**config.mk**
```make
export PLATFORM = sky130hd
export DESIGN_NAME = csr_regfile_flat
export DESIGN_NICKNAME = d
export VERILOG_FILES = /design/src/rtl/csr_regfile_if.sv /design/src/rtl/csr_regfile.sv /design/src/flat_wrapper.sv
export SDC_FILE = /design/constraint.sdc
export NUM_CORES = 1
export LEC_CHECK = 0
export ABC_AREA = 1
export CAP_MARGIN = 20
export CELL_PAD_IN_SITES_DETAIL_PLACEMENT = 1
export CELL_PAD_IN_SITES_GLOBAL_PLACEMENT = 2
export CORE_UTILIZATION = 25
export CTS_CLUSTER_SIZE = 8
export DETAILED_ROUTE_END_ITERATION = 8
export DONT_BUFFER_PORTS = 1
export PLACE_DENSITY_LB_ADDON = 0.1
export SYNTH_ARGS = -nofsm -noshare
export SYNTH_HDL_FRONTEND = slang
export SYNTH_SLANG_ARGS = --single-unit
```
**constraint.sdc**
```tcl
create_clock -name clk -period 2.7 [get_ports clk]
set_input_delay 0.405 -clock clk [delete_from_list [all_inputs] [get_ports clk]]
set_output_delay 0.405 -clock clk [all_outputs]
set_load 0.02 [all_outputs]
```
**src/rtl/csr_regfile_if.sv**
```systemverilog
// ============================================================================
// Module   : csr_regfile_if
// Brief    : Writeback-to-CSR bus: read port, write port, exception/ertn
//            commit, interrupt lines and front-end redirect outputs.
// Revision : 1.0
// ============================================================================
`default_nettype none

interface csr_regfile_if;
  logic [13:0] csr_rnum;
  logic [31:0] csr_rval;
  logic        csr_we;
  logic [13:0] csr_wnum;
  logic [31:0] csr_wmask;
  logic [31:0] csr_wval;
  logic        wb_exc;
  logic [5:0]  wb_ecode;
  logic [8:0]  wb_esubcode;
  logic [31:0] wb_pc;
  logic [31:0] wb_vaddr;
  logic        ertn_flush;
  logic [7:0]  hw_int_in;
  logic        ipi_int_in;
  logic [31:0] ex_entry;
  logic [31:0] ertn_pc;
  logic        has_int;

  modport master (
    output csr_rnum, csr_we, csr_wnum, csr_wmask, csr_wval,
    output wb_exc, wb_ecode, wb_esubcode, wb_pc, wb_vaddr, ertn_flush,
    output hw_int_in, ipi_int_in,
    input  csr_rval, ex_entry, ertn_pc, has_int
  );

  modport slave (
    input  csr_rnum, csr_we, csr_wnum, csr_wmask, csr_wval,
    input  wb_exc, wb_ecode, wb_esubcode, wb_pc, wb_vaddr, ertn_flush,
    input  hw_int_in, ipi_int_in,
    output csr_rval, ex_entry, ertn_pc, has_int
  );
endinterface

`default_nettype wire

```
**src/rtl/csr_regfile.sv**
```systemverilog
// ============================================================================
// Module   : csr_regfile
// Brief    : LoongArch control/status register file with constant timer,
//            exception entry/return and interrupt-pending generation.
// Revision : 1.0
// ============================================================================
`default_nettype none

module csr_regfile #(
  parameter logic [31:0] COREID = 32'h0
) (
  input  wire logic       clk,
  input  wire logic       resetn,
  csr_regfile_if.slave    bus
);

  localparam logic [13:0] c_num_crmd   = 14'h000;
  localparam logic [13:0] c_num_prmd   = 14'h001;
  localparam logic [13:0] c_num_ecfg   = 14'h004;
  localparam logic [13:0] c_num_estat  = 14'h005;
  localparam logic [13:0] c_num_era    = 14'h006;
  localparam logic [13:0] c_num_badv   = 14'h007;
  localparam logic [13:0] c_num_eentry = 14'h00C;
  localparam logic [13:0] c_num_save0  = 14'h030;
  localparam logic [13:0] c_num_save1  = 14'h031;
  localparam logic [13:0] c_num_save2  = 14'h032;
  localparam logic [13:0] c_num_save3  = 14'h033;
  localparam logic [13:0] c_num_tid    = 14'h040;
  localparam logic [13:0] c_num_tcfg   = 14'h041;
  localparam logic [13:0] c_num_tval   = 14'h042;
  localparam logic [13:0] c_num_ticlr  = 14'h044;

  localparam logic [31:0] c_mask_crmd   = 32'h0000_01FF;
  localparam logic [31:0] c_mask_prmd   = 32'h0000_0007;
  localparam logic [31:0] c_mask_ecfg   = 32'h0000_1BFF;
  localparam logic [31:0] c_mask_eentry = 32'hFFFF_FFC0;

  localparam logic [5:0] c_ecode_ade = 6'h08;
  localparam logic [5:0] c_ecode_ale = 6'h09;

  function automatic logic [31:0] f_merge(input logic [31:0] old_val,
                                          input logic [31:0] wval,
                                          input logic [31:0] wmask);
    return (wval & wmask) | (old_val & ~wmask);
  endfunction

  logic [31:0] r_crmd;
  logic [31:0] r_prmd;
  logic [31:0] r_ecfg;
  logic [1:0]  r_is_sw;
  logic [7:0]  r_is_hw;
  logic        r_is_timer;
  logic        r_is_ipi;
  logic [5:0]  r_ecode;
  logic [8:0]  r_esubcode;
  logic [31:0] r_era;
  logic [31:0] r_badv;
  logic [31:0] r_eentry;
  logic [31:0] r_save0;
  logic [31:0] r_save1;
  logic [31:0] r_save2;
  logic [31:0] r_save3;
  logic [31:0] r_tid;
  logic [31:1] r_tcfg_hi;
  logic        r_tcfg_en;
  logic [31:0] r_tval;
  logic        r_timer_en;

  logic        w_we;
  logic        w_wr_crmd, w_wr_prmd, w_wr_ecfg, w_wr_estat, w_wr_era, w_wr_badv;
  logic        w_wr_eentry, w_wr_save0, w_wr_save1, w_wr_save2, w_wr_save3;
  logic        w_wr_tid, w_wr_tcfg, w_wr_ticlr;
  logic [31:0] w_estat;
  logic [31:0] w_tcfg;
  logic [31:0] w_tcfg_new;
  logic [1:0]  w_is_sw_new;
  logic        w_timer_fire;
  logic        w_ticlr;
  logic [31:0] w_rval;

  // Exception and ertn both pre-empt any CSR write issued in the same cycle.
  assign w_we        = bus.csr_we & ~bus.wb_exc & ~bus.ertn_flush;
  assign w_wr_crmd   = w_we & (bus.csr_wnum == c_num_crmd);
  assign w_wr_prmd   = w_we & (bus.csr_wnum == c_num_prmd);
  assign w_wr_ecfg   = w_we & (bus.csr_wnum == c_num_ecfg);
  assign w_wr_estat  = w_we & (bus.csr_wnum == c_num_estat);
  assign w_wr_era    = w_we & (bus.csr_wnum == c_num_era);
  assign w_wr_badv   = w_we & (bus.csr_wnum == c_num_badv);
  assign w_wr_eentry = w_we & (bus.csr_wnum == c_num_eentry);
  assign w_wr_save0  = w_we & (bus.csr_wnum == c_num_save0);
  assign w_wr_save1  = w_we & (bus.csr_wnum == c_num_save1);
  assign w_wr_save2  = w_we & (bus.csr_wnum == c_num_save2);
  assign w_wr_save3  = w_we & (bus.csr_wnum == c_num_save3);
  assign w_wr_tid    = w_we & (bus.csr_wnum == c_num_tid);
  assign w_wr_tcfg   = w_we & (bus.csr_wnum == c_num_tcfg);
  assign w_wr_ticlr  = w_we & (bus.csr_wnum == c_num_ticlr);

  assign w_estat = {1'b0, r_esubcode, r_ecode, 3'b000, r_is_ipi, r_is_timer,
                    1'b0, r_is_hw, r_is_sw};
  assign w_tcfg      = {r_tcfg_hi, r_tcfg_en};
  assign w_tcfg_new  = f_merge(w_tcfg, bus.csr_wval, bus.csr_wmask);
  assign w_is_sw_new = (bus.csr_wval[1:0] & bus.csr_wmask[1:0]) |
                       (r_is_sw & ~bus.csr_wmask[1:0]);

  // TICLR reads as zero, so its merged bit0 is just the masked write data.
  assign w_ticlr      = w_wr_ticlr & bus.csr_wval[0] & bus.csr_wmask[0];
  assign w_timer_fire = r_timer_en & (r_tval == 32'h0) & ~w_wr_tcfg;

  always_ff @(posedge clk or negedge resetn) begin
    if (!resetn) begin
      r_crmd     <= 32'h0000_0008;
      r_prmd     <= 32'h0;
      r_ecfg     <= 32'h0;
      r_is_sw    <= 2'b00;
      r_is_timer <= 1'b0;
      r_timer_en <= 1'b0;
      r_tcfg_en  <= 1'b0;
      r_tid      <= COREID;
    end else begin
      if (bus.wb_exc) begin
        r_crmd <= r_crmd & ~32'h0000_0007;
        r_prmd <= {29'h0, r_crmd[2:0]};
      end else if (bus.ertn_flush) begin
        r_crmd <= {r_crmd[31:3], r_prmd[2:0]};
      end else begin
        if (w_wr_crmd)
          r_crmd <= f_merge(r_crmd, bus.csr_wval, bus.csr_wmask) & c_mask_crmd;
        if (w_wr_prmd)
          r_prmd <= f_merge(r_prmd, bus.csr_wval, bus.csr_wmask) & c_mask_prmd;
      end
      if (w_wr_ecfg)
        r_ecfg <= f_merge(r_ecfg, bus.csr_wval, bus.csr_wmask) & c_mask_ecfg;
      if (w_wr_estat)
        r_is_sw <= w_is_sw_new;
      if (w_wr_tid)
        r_tid <= f_merge(r_tid, bus.csr_wval, bus.csr_wmask);
      if (w_wr_tcfg) begin
        r_tcfg_en  <= w_tcfg_new[0];
        r_timer_en <= w_tcfg_new[0];
      end else if (w_timer_fire && !w_tcfg[1]) begin
        r_timer_en <= 1'b0;
      end
      // Expiry outranks a simultaneous TICLR so no timer event is lost.
      if (w_timer_fire)
        r_is_timer <= 1'b1;
      else if (w_ticlr)
        r_is_timer <= 1'b0;
    end
  end

  always_ff @(posedge clk) begin
    r_is_hw  <= bus.hw_int_in;
    r_is_ipi <= bus.ipi_int_in;
    if (bus.wb_exc) begin
      r_era      <= bus.wb_pc;
      r_ecode    <= bus.wb_ecode;
      r_esubcode <= bus.wb_esubcode;
      if (bus.wb_ecode == c_ecode_ade)
        r_badv <= bus.wb_pc;
      else if (bus.wb_ecode == c_ecode_ale)
        r_badv <= bus.wb_vaddr;
    end
    if (w_wr_era)    r_era    <= f_merge(r_era, bus.csr_wval, bus.csr_wmask);
    if (w_wr_badv)   r_badv   <= f_merge(r_badv, bus.csr_wval, bus.csr_wmask);
    if (w_wr_eentry)
      r_eentry <= f_merge(r_eentry, bus.csr_wval, bus.csr_wmask) & c_mask_eentry;
    if (w_wr_save0)  r_save0  <= f_merge(r_save0, bus.csr_wval, bus.csr_wmask);
    if (w_wr_save1)  r_save1  <= f_merge(r_save1, bus.csr_wval, bus.csr_wmask);
    if (w_wr_save2)  r_save2  <= f_merge(r_save2, bus.csr_wval, bus.csr_wmask);
    if (w_wr_save3)  r_save3  <= f_merge(r_save3, bus.csr_wval, bus.csr_wmask);
    if (w_wr_tcfg) begin
      r_tcfg_hi <= w_tcfg_new[31:1];
      r_tval    <= {w_tcfg_new[31:2], 2'b00};
    end else if (r_timer_en) begin
      if (r_tval != 32'h0)
        r_tval <= r_tval - 32'h1;
      else if (w_tcfg[1])
        r_tval <= {w_tcfg[31:2], 2'b00};
    end
  end

  always_comb begin
    w_rval = 32'h0;
    case (bus.csr_rnum)
      c_num_crmd:   w_rval = r_crmd;
      c_num_prmd:   w_rval = r_prmd;
      c_num_ecfg:   w_rval = r_ecfg;
      c_num_estat:  w_rval = w_estat;
      c_num_era:    w_rval = r_era;
      c_num_badv:   w_rval = r_badv;
      c_num_eentry: w_rval = r_eentry;
      c_num_save0:  w_rval = r_save0;
      c_num_save1:  w_rval = r_save1;
      c_num_save2:  w_rval = r_save2;
      c_num_save3:  w_rval = r_save3;
      c_num_tid:    w_rval = r_tid;
      c_num_tcfg:   w_rval = w_tcfg;
      c_num_tval:   w_rval = r_tval;
      default:      w_rval = 32'h0;
    endcase
  end

  assign bus.csr_rval = w_rval;
  assign bus.ex_entry = r_eentry;
  assign bus.ertn_pc  = r_era;
  assign bus.has_int  = (|(w_estat[12:0] & r_ecfg[12:0])) & r_crmd[2];

endmodule

`default_nettype wire

```
**src/flat_wrapper.sv**
```systemverilog
// flat-port wrapper written by rule: the top's interface ports become plain ports
module csr_regfile_flat 
#(
  parameter logic [31:0] COREID = 32'h0
)
  (clk, resetn, bus_csr_rnum, bus_csr_we, bus_csr_wnum, bus_csr_wmask, bus_csr_wval, bus_wb_exc, bus_wb_ecode, bus_wb_esubcode, bus_wb_pc, bus_wb_vaddr, bus_ertn_flush, bus_hw_int_in, bus_ipi_int_in, bus_csr_rval, bus_ex_entry, bus_ertn_pc, bus_has_int);
  csr_regfile_if bus_i ();
  input  wire logic clk;
  input  wire logic resetn;
  input wire logic [$bits(bus_i.csr_rnum)-1:0] bus_csr_rnum;
  input wire logic [$bits(bus_i.csr_we)-1:0] bus_csr_we;
  input wire logic [$bits(bus_i.csr_wnum)-1:0] bus_csr_wnum;
  input wire logic [$bits(bus_i.csr_wmask)-1:0] bus_csr_wmask;
  input wire logic [$bits(bus_i.csr_wval)-1:0] bus_csr_wval;
  input wire logic [$bits(bus_i.wb_exc)-1:0] bus_wb_exc;
  input wire logic [$bits(bus_i.wb_ecode)-1:0] bus_wb_ecode;
  input wire logic [$bits(bus_i.wb_esubcode)-1:0] bus_wb_esubcode;
  input wire logic [$bits(bus_i.wb_pc)-1:0] bus_wb_pc;
  input wire logic [$bits(bus_i.wb_vaddr)-1:0] bus_wb_vaddr;
  input wire logic [$bits(bus_i.ertn_flush)-1:0] bus_ertn_flush;
  input wire logic [$bits(bus_i.hw_int_in)-1:0] bus_hw_int_in;
  input wire logic [$bits(bus_i.ipi_int_in)-1:0] bus_ipi_int_in;
  output wire logic [$bits(bus_i.csr_rval)-1:0] bus_csr_rval;
  output wire logic [$bits(bus_i.ex_entry)-1:0] bus_ex_entry;
  output wire logic [$bits(bus_i.ertn_pc)-1:0] bus_ertn_pc;
  output wire logic [$bits(bus_i.has_int)-1:0] bus_has_int;
  assign bus_i.csr_rnum = bus_csr_rnum;
  assign bus_i.csr_we = bus_csr_we;
  assign bus_i.csr_wnum = bus_csr_wnum;
  assign bus_i.csr_wmask = bus_csr_wmask;
  assign bus_i.csr_wval = bus_csr_wval;
  assign bus_i.wb_exc = bus_wb_exc;
  assign bus_i.wb_ecode = bus_wb_ecode;
  assign bus_i.wb_esubcode = bus_wb_esubcode;
  assign bus_i.wb_pc = bus_wb_pc;
  assign bus_i.wb_vaddr = bus_wb_vaddr;
  assign bus_i.ertn_flush = bus_ertn_flush;
  assign bus_i.hw_int_in = bus_hw_int_in;
  assign bus_i.ipi_int_in = bus_ipi_int_in;
  assign bus_csr_rval = bus_i.csr_rval;
  assign bus_ex_entry = bus_i.ex_entry;
  assign bus_ertn_pc = bus_i.ertn_pc;
  assign bus_has_int = bus_i.has_int;
  csr_regfile #(.COREID(COREID)) u_core (.clk(clk), .resetn(resetn), .bus(bus_i));
endmodule
```
==> impl_summary.txt <==
----------------------------------------------------
[Timing]
  Transition time of the tightest slew-check pin ... 0.7921 ns
  Final number of hold-violating endpoints ... 0
  Setup TNS ... 0 ns
  Final Max Tran Viols ... 0
  Maximum operating frequency ... 0.3886 GHz
  Period utilization ... 0.9532
  Endpoints failing setup ... 0
  Unrepaired setup endpoints after global routing ... no
  Worst-case clock skew ... 0.02043 ns
  Max-slew headroom at the worst pin ... 0.4719
  Final worst-path setup slack ... 0.1264 ns
  Crit path time final ... 2.574 ns

[Power and ir drop]
  Sw Ratio ... 0.2510
  Cell-internal power ... 10.09 mW
  Standby leakage power ... 10.82 nW
  Combinational share of power ... 0.054
  Switching Power ... 3.382 mW
  Share of total power in sequential cells ... 0.469
  Power Dens Cells ... 538.7 nW/µm²
  Worst VDD drop ... 0.0004675 V
  Part of the power in the clock network ... 0.477

[Routing]
  Via density per instance ... 4.882
  ANT nets after route ... 0
  Overall routed net length ... 104200 µm
  Remaining routing DRC violations ... 0
  Via count ... 18.29k
  Wire per inst ... 27.82 µm
  Detailed Route Iter0 Violations ... 1230
  Initial DRT Pass Iterations ... 5

[Floorplanning]
  Die footprint ... 80520 µm²
  Area of the core region ... 77980 µm²
  Std-Cell Rows ... 102
  Width of the chip ... 283.8 µm
  I/O Pins ... 282
  Vertical extent of the die ... 283.8 µm
  Starting Density ... 0.2545

[Global routing]
  Number of global-route vias before repair ... 19.40k
  Routing usage on met1 ... 0.2933
  Number of antenna violations at the first check in global routing ... 2
  Busiest grt layer ... met2
  First-pass GRT wire length ... 146400 µm
  GRT Total Usage ... 0.2565
  Overflow after GRT ... 0
  Met3 Usage GRT ... 0.04566
  Maximum number of pins on one net before global-route repair ... 73
  M2 GR Usage ... 0.4707

[Clock tree]
  Num CTS Buffers ... 52
  Library cell used as clock root buffer ... sky130_fd_sc_hd__clkbuf_16
  TritonCTS clock tree ... done
  Total clock sinks ... 366
  Number of buffers on the longest clock path ... 3
  Clk Latency, worst-skew pair ... 0.61 ns
  Clock edge transition at the registers on the reported setup and hold paths ... 0.06 ns
  H-Tree Depth ... 2
  # Post-CTS Setup Buffers ... 0

[Place]
  Number of input and output port buffers inserted ... 0
  Instance area after placement ... 22200 µm²
  Placer Congestion ... 0.9121
  Placed Instances ... 3524
  Post-detailed-placement half-perimeter wirelength ... 77750 µm
  Worst slack at placement ... -0.01894 ns

[Logic synthesis]
  Portion of synthesized cell area occupied by the leading cell type ... 0.4448
  FFs w/ async S/R, synth ... 0.1667
  Cell variety after synth ... 43
  Number of synthesis warnings ... 0
  Synthesized flop and latch total ... 366
  Sequential cell area fraction in the yosys report ... 0.5329
  Mean area per synthesized cell ... 8.101 µm²
  Instance count of the mapped netlist ... 2450
  Most common flop cell mapped by yosys ... sky130_fd_sc_hd__edfxtp_1
  Number of enable-type register cells in the synthesized netlist ... 294
  Post-synthesis instance area ... 19850 µm²
  Cell accounting for the most synthesized area ... sky130_fd_sc_hd__edfxtp_1
  Leading post-synthesis cells by cell area ... sky130_fd_sc_hd__edfxtp_1, sky130_fd_sc_hd__nand2_1, sky130_fd_sc_hd__dfrtp_1

[Final layout]
  Leading cell types in the layout, fill and taps excluded ... sky130_fd_sc_hd__nand2_1, sky130_fd_sc_hd__nor2_1, sky130_fd_sc_hd__edfxtp_1
  Area grow syn2layout ... 25.98%
  Layout cell share with drive strength beyond 1 ... 0.09471
  Non-filler cells, final ... 3746
  Finished layout cell area ... 25000 µm²
  Post-layout nets ... 2846
  Number of fillers in the final layout ... 9262
  Area taken by multi-input logic gates ... 7655 µm²
  Leading cell type in the layout, fill and taps excluded ... sky130_fd_sc_hd__nand2_1
  Area taken by flip-flops and latches ... 10580 µm²
  Post-route core utilization ... 0.3207

[Critical path]
  Endpoint of the worst-slack reg-to-reg timing path ... u_core.r_tval[22]$_DFFE_PP_
  Worst Reg2Reg Path Length in Cells ... 9
  Setup crit end kind ... primary output
  FF-to-FF setup slack ... 0.31 ns
  CP Class ... primary input to primary output
  Nature of the critical path startpoint ... primary input
  Largest driver fanout on the critical path ... 21
  Source of the worst register-to-register timing path ... u_core.r_tval[7]$_DFFE_PP_
  Req. time, crit path ... 2.30 ns
  Crit path DAT ... 2.17 ns

[Run status]
  Outcome ... finished, final reports clean

[Min path]
  Hold WC Path Type ... primary input to register
  Worst Min Path Start ... bus_csr_wmask[28]
  Worst hold path stage count ... 2

[Flow run]
  Total of max-cap violations ... 0

----------------------------------------------------
## repair_timing
action                                  4_1_cts  5_1_grt
endpoints found under the hold margin       343        0
resized for setup                             2        4
endpoints found under the setup margin        4        4
pin swaps                                     0        1
hold buffers                                122        0
cloned                                        0        0
## critical path, stage by stage
cell	delay, ns
sky130_fd_sc_hd__nor2_1	0.13
sky130_fd_sc_hd__nand3_1	0.10
sky130_fd_sc_hd__buf_4	0.21
sky130_fd_sc_hd__nor2_2	0.15
sky130_fd_sc_hd__buf_12	0.19
sky130_fd_sc_hd__nand3_1	0.29
sky130_fd_sc_hd__nor2_1	0.20
sky130_fd_sc_hd__nor2_1	0.08
sky130_fd_sc_hd__nand3_1	0.24
sky130_fd_sc_hd__buf_12	0.15
## per-stage QoR
| stage | power (mW) | hold slack, ns |
|---|---|---|
| 2_1_floorplan | 6.652 | 0.1094 |
| 3_3_place_gp | 6.898 | 0.1154 |
| 3_5_place_dp | 6.908 | 0.1149 |
| 4_1_cts | 13.66 | 0.0005995 |
| 5_1_grt | 13.90 | 0.02434 |
| 6_report | 13.47 | 0.03729 |
## synthesized netlist by cell type (2+ instances only)
master                       n
sky130_fd_sc_hd__nand2_1   627
sky130_fd_sc_hd__nor2_1    375
sky130_fd_sc_hd__edfxtp_1  294
sky130_fd_sc_hd__inv_1     291
sky130_fd_sc_hd__o21ai_0   245
sky130_fd_sc_hd__nand3_1   207
sky130_fd_sc_hd__nand4_1    62
sky130_fd_sc_hd__dfrtp_1    60
sky130_fd_sc_hd__buf_2      43
sky130_fd_sc_hd__clkbuf_1   35
sky130_fd_sc_hd__o211ai_1   33
sky130_fd_sc_hd__nor3_1     20
sky130_fd_sc_hd__nor2_2     15
sky130_fd_sc_hd__o21ai_1    15
sky130_fd_sc_hd__buf_4      14
sky130_fd_sc_hd__o31ai_1    12
sky130_fd_sc_hd__dfxtp_1    11
sky130_fd_sc_hd__buf_1       9
sky130_fd_sc_hd__xnor2_1     9
sky130_fd_sc_hd__a21oi_1     8
sky130_fd_sc_hd__inv_2       7
sky130_fd_sc_hd__nor2_4      7
sky130_fd_sc_hd__xor2_1      7
sky130_fd_sc_hd__nand2_2     6
sky130_fd_sc_hd__buf_6       5
sky130_fd_sc_hd__nand3_2     4
sky130_fd_sc_hd__a221oi_1    3
sky130_fd_sc_hd__clkinv_1    3
sky130_fd_sc_hd__nand2_4     3
sky130_fd_sc_hd__nand3b_1    3
sky130_fd_sc_hd__a31oi_1     2
sky130_fd_sc_hd__nor3_2      2
sky130_fd_sc_hd__nor3_4      2
sky130_fd_sc_hd__o22ai_1     2
## power by group through the flow
stage / Sequential, mW / Combinational (mW) / Clock [mW]
after floorplan: 6.38 / 0.276 / 0
after global placement: 6.43 / 0.464 / 0
after detailed placement: 6.43 / 0.474 / 0
after CTS: 6.32 / 0.731 / 6.61
after global routing: 6.32 / 0.777 / 6.80
final: 6.32 / 0.725 / 6.43
## final cells by class
type	count	area share
clock inverters	4	0.002002
flip-flops and latches	366	0.4230
multi-input cells	1680	0.3061
inverters	302	0.04544
well taps	1040	0.05204
diodes	3	0.0003002
repair buffers	258	0.1121
clock buffers	93	0.05900
## cell families (layout without fill, tap and decap cells)
family                   count (synthesis)  in the layout  share of synthesized area
AND/OR/NAND/NOR                       1337           1337                     0.2873
buffers and inverters                  409            657                    0.08479
flip-flops                             366            366                     0.5329
AO/OA/AOI/OAI                          320            320                    0.08718
XOR/XNOR                                16             16                   0.007061
adder cells (fa/ha/maj)                  1              1                  0.0006303
other                                    1              9                  0.0001889
## layer usage
| metal | share of wire | routed length, µm |
|---|---|---|
| met1 | 0.39 | 40750 |
| met2 | 0.52 | 54040 |
| met3 | 0.051 | 5286 |
| met4 | 0.040 | 4132 |
| met5 | 0 | 0 |
## how the worst max path moves through the flow
stage                                              from                           to  slack, ns  cells after the start
after global placement                 bus_csr_rnum[13]              bus_csr_rval[9]      0.004                     12
after detailed placement                bus_csr_rnum[9]              bus_csr_rval[9]      -0.02                     12
after CTS                                      register             bus_csr_rval[18]       0.07                      5
final                                   bus_csr_rnum[9]              bus_csr_rval[4]       0.13                     10
after floorplan           u_core.r_tval[0]$_SDFFE_PP0P_  u_core.r_tval[10]$_DFFE_PP_       0.39                      9
after global routing                   bus_csr_rnum[13]             bus_csr_rval[12]      0.007                     12
No activity file was read; power rests on OpenSTA's default activity.
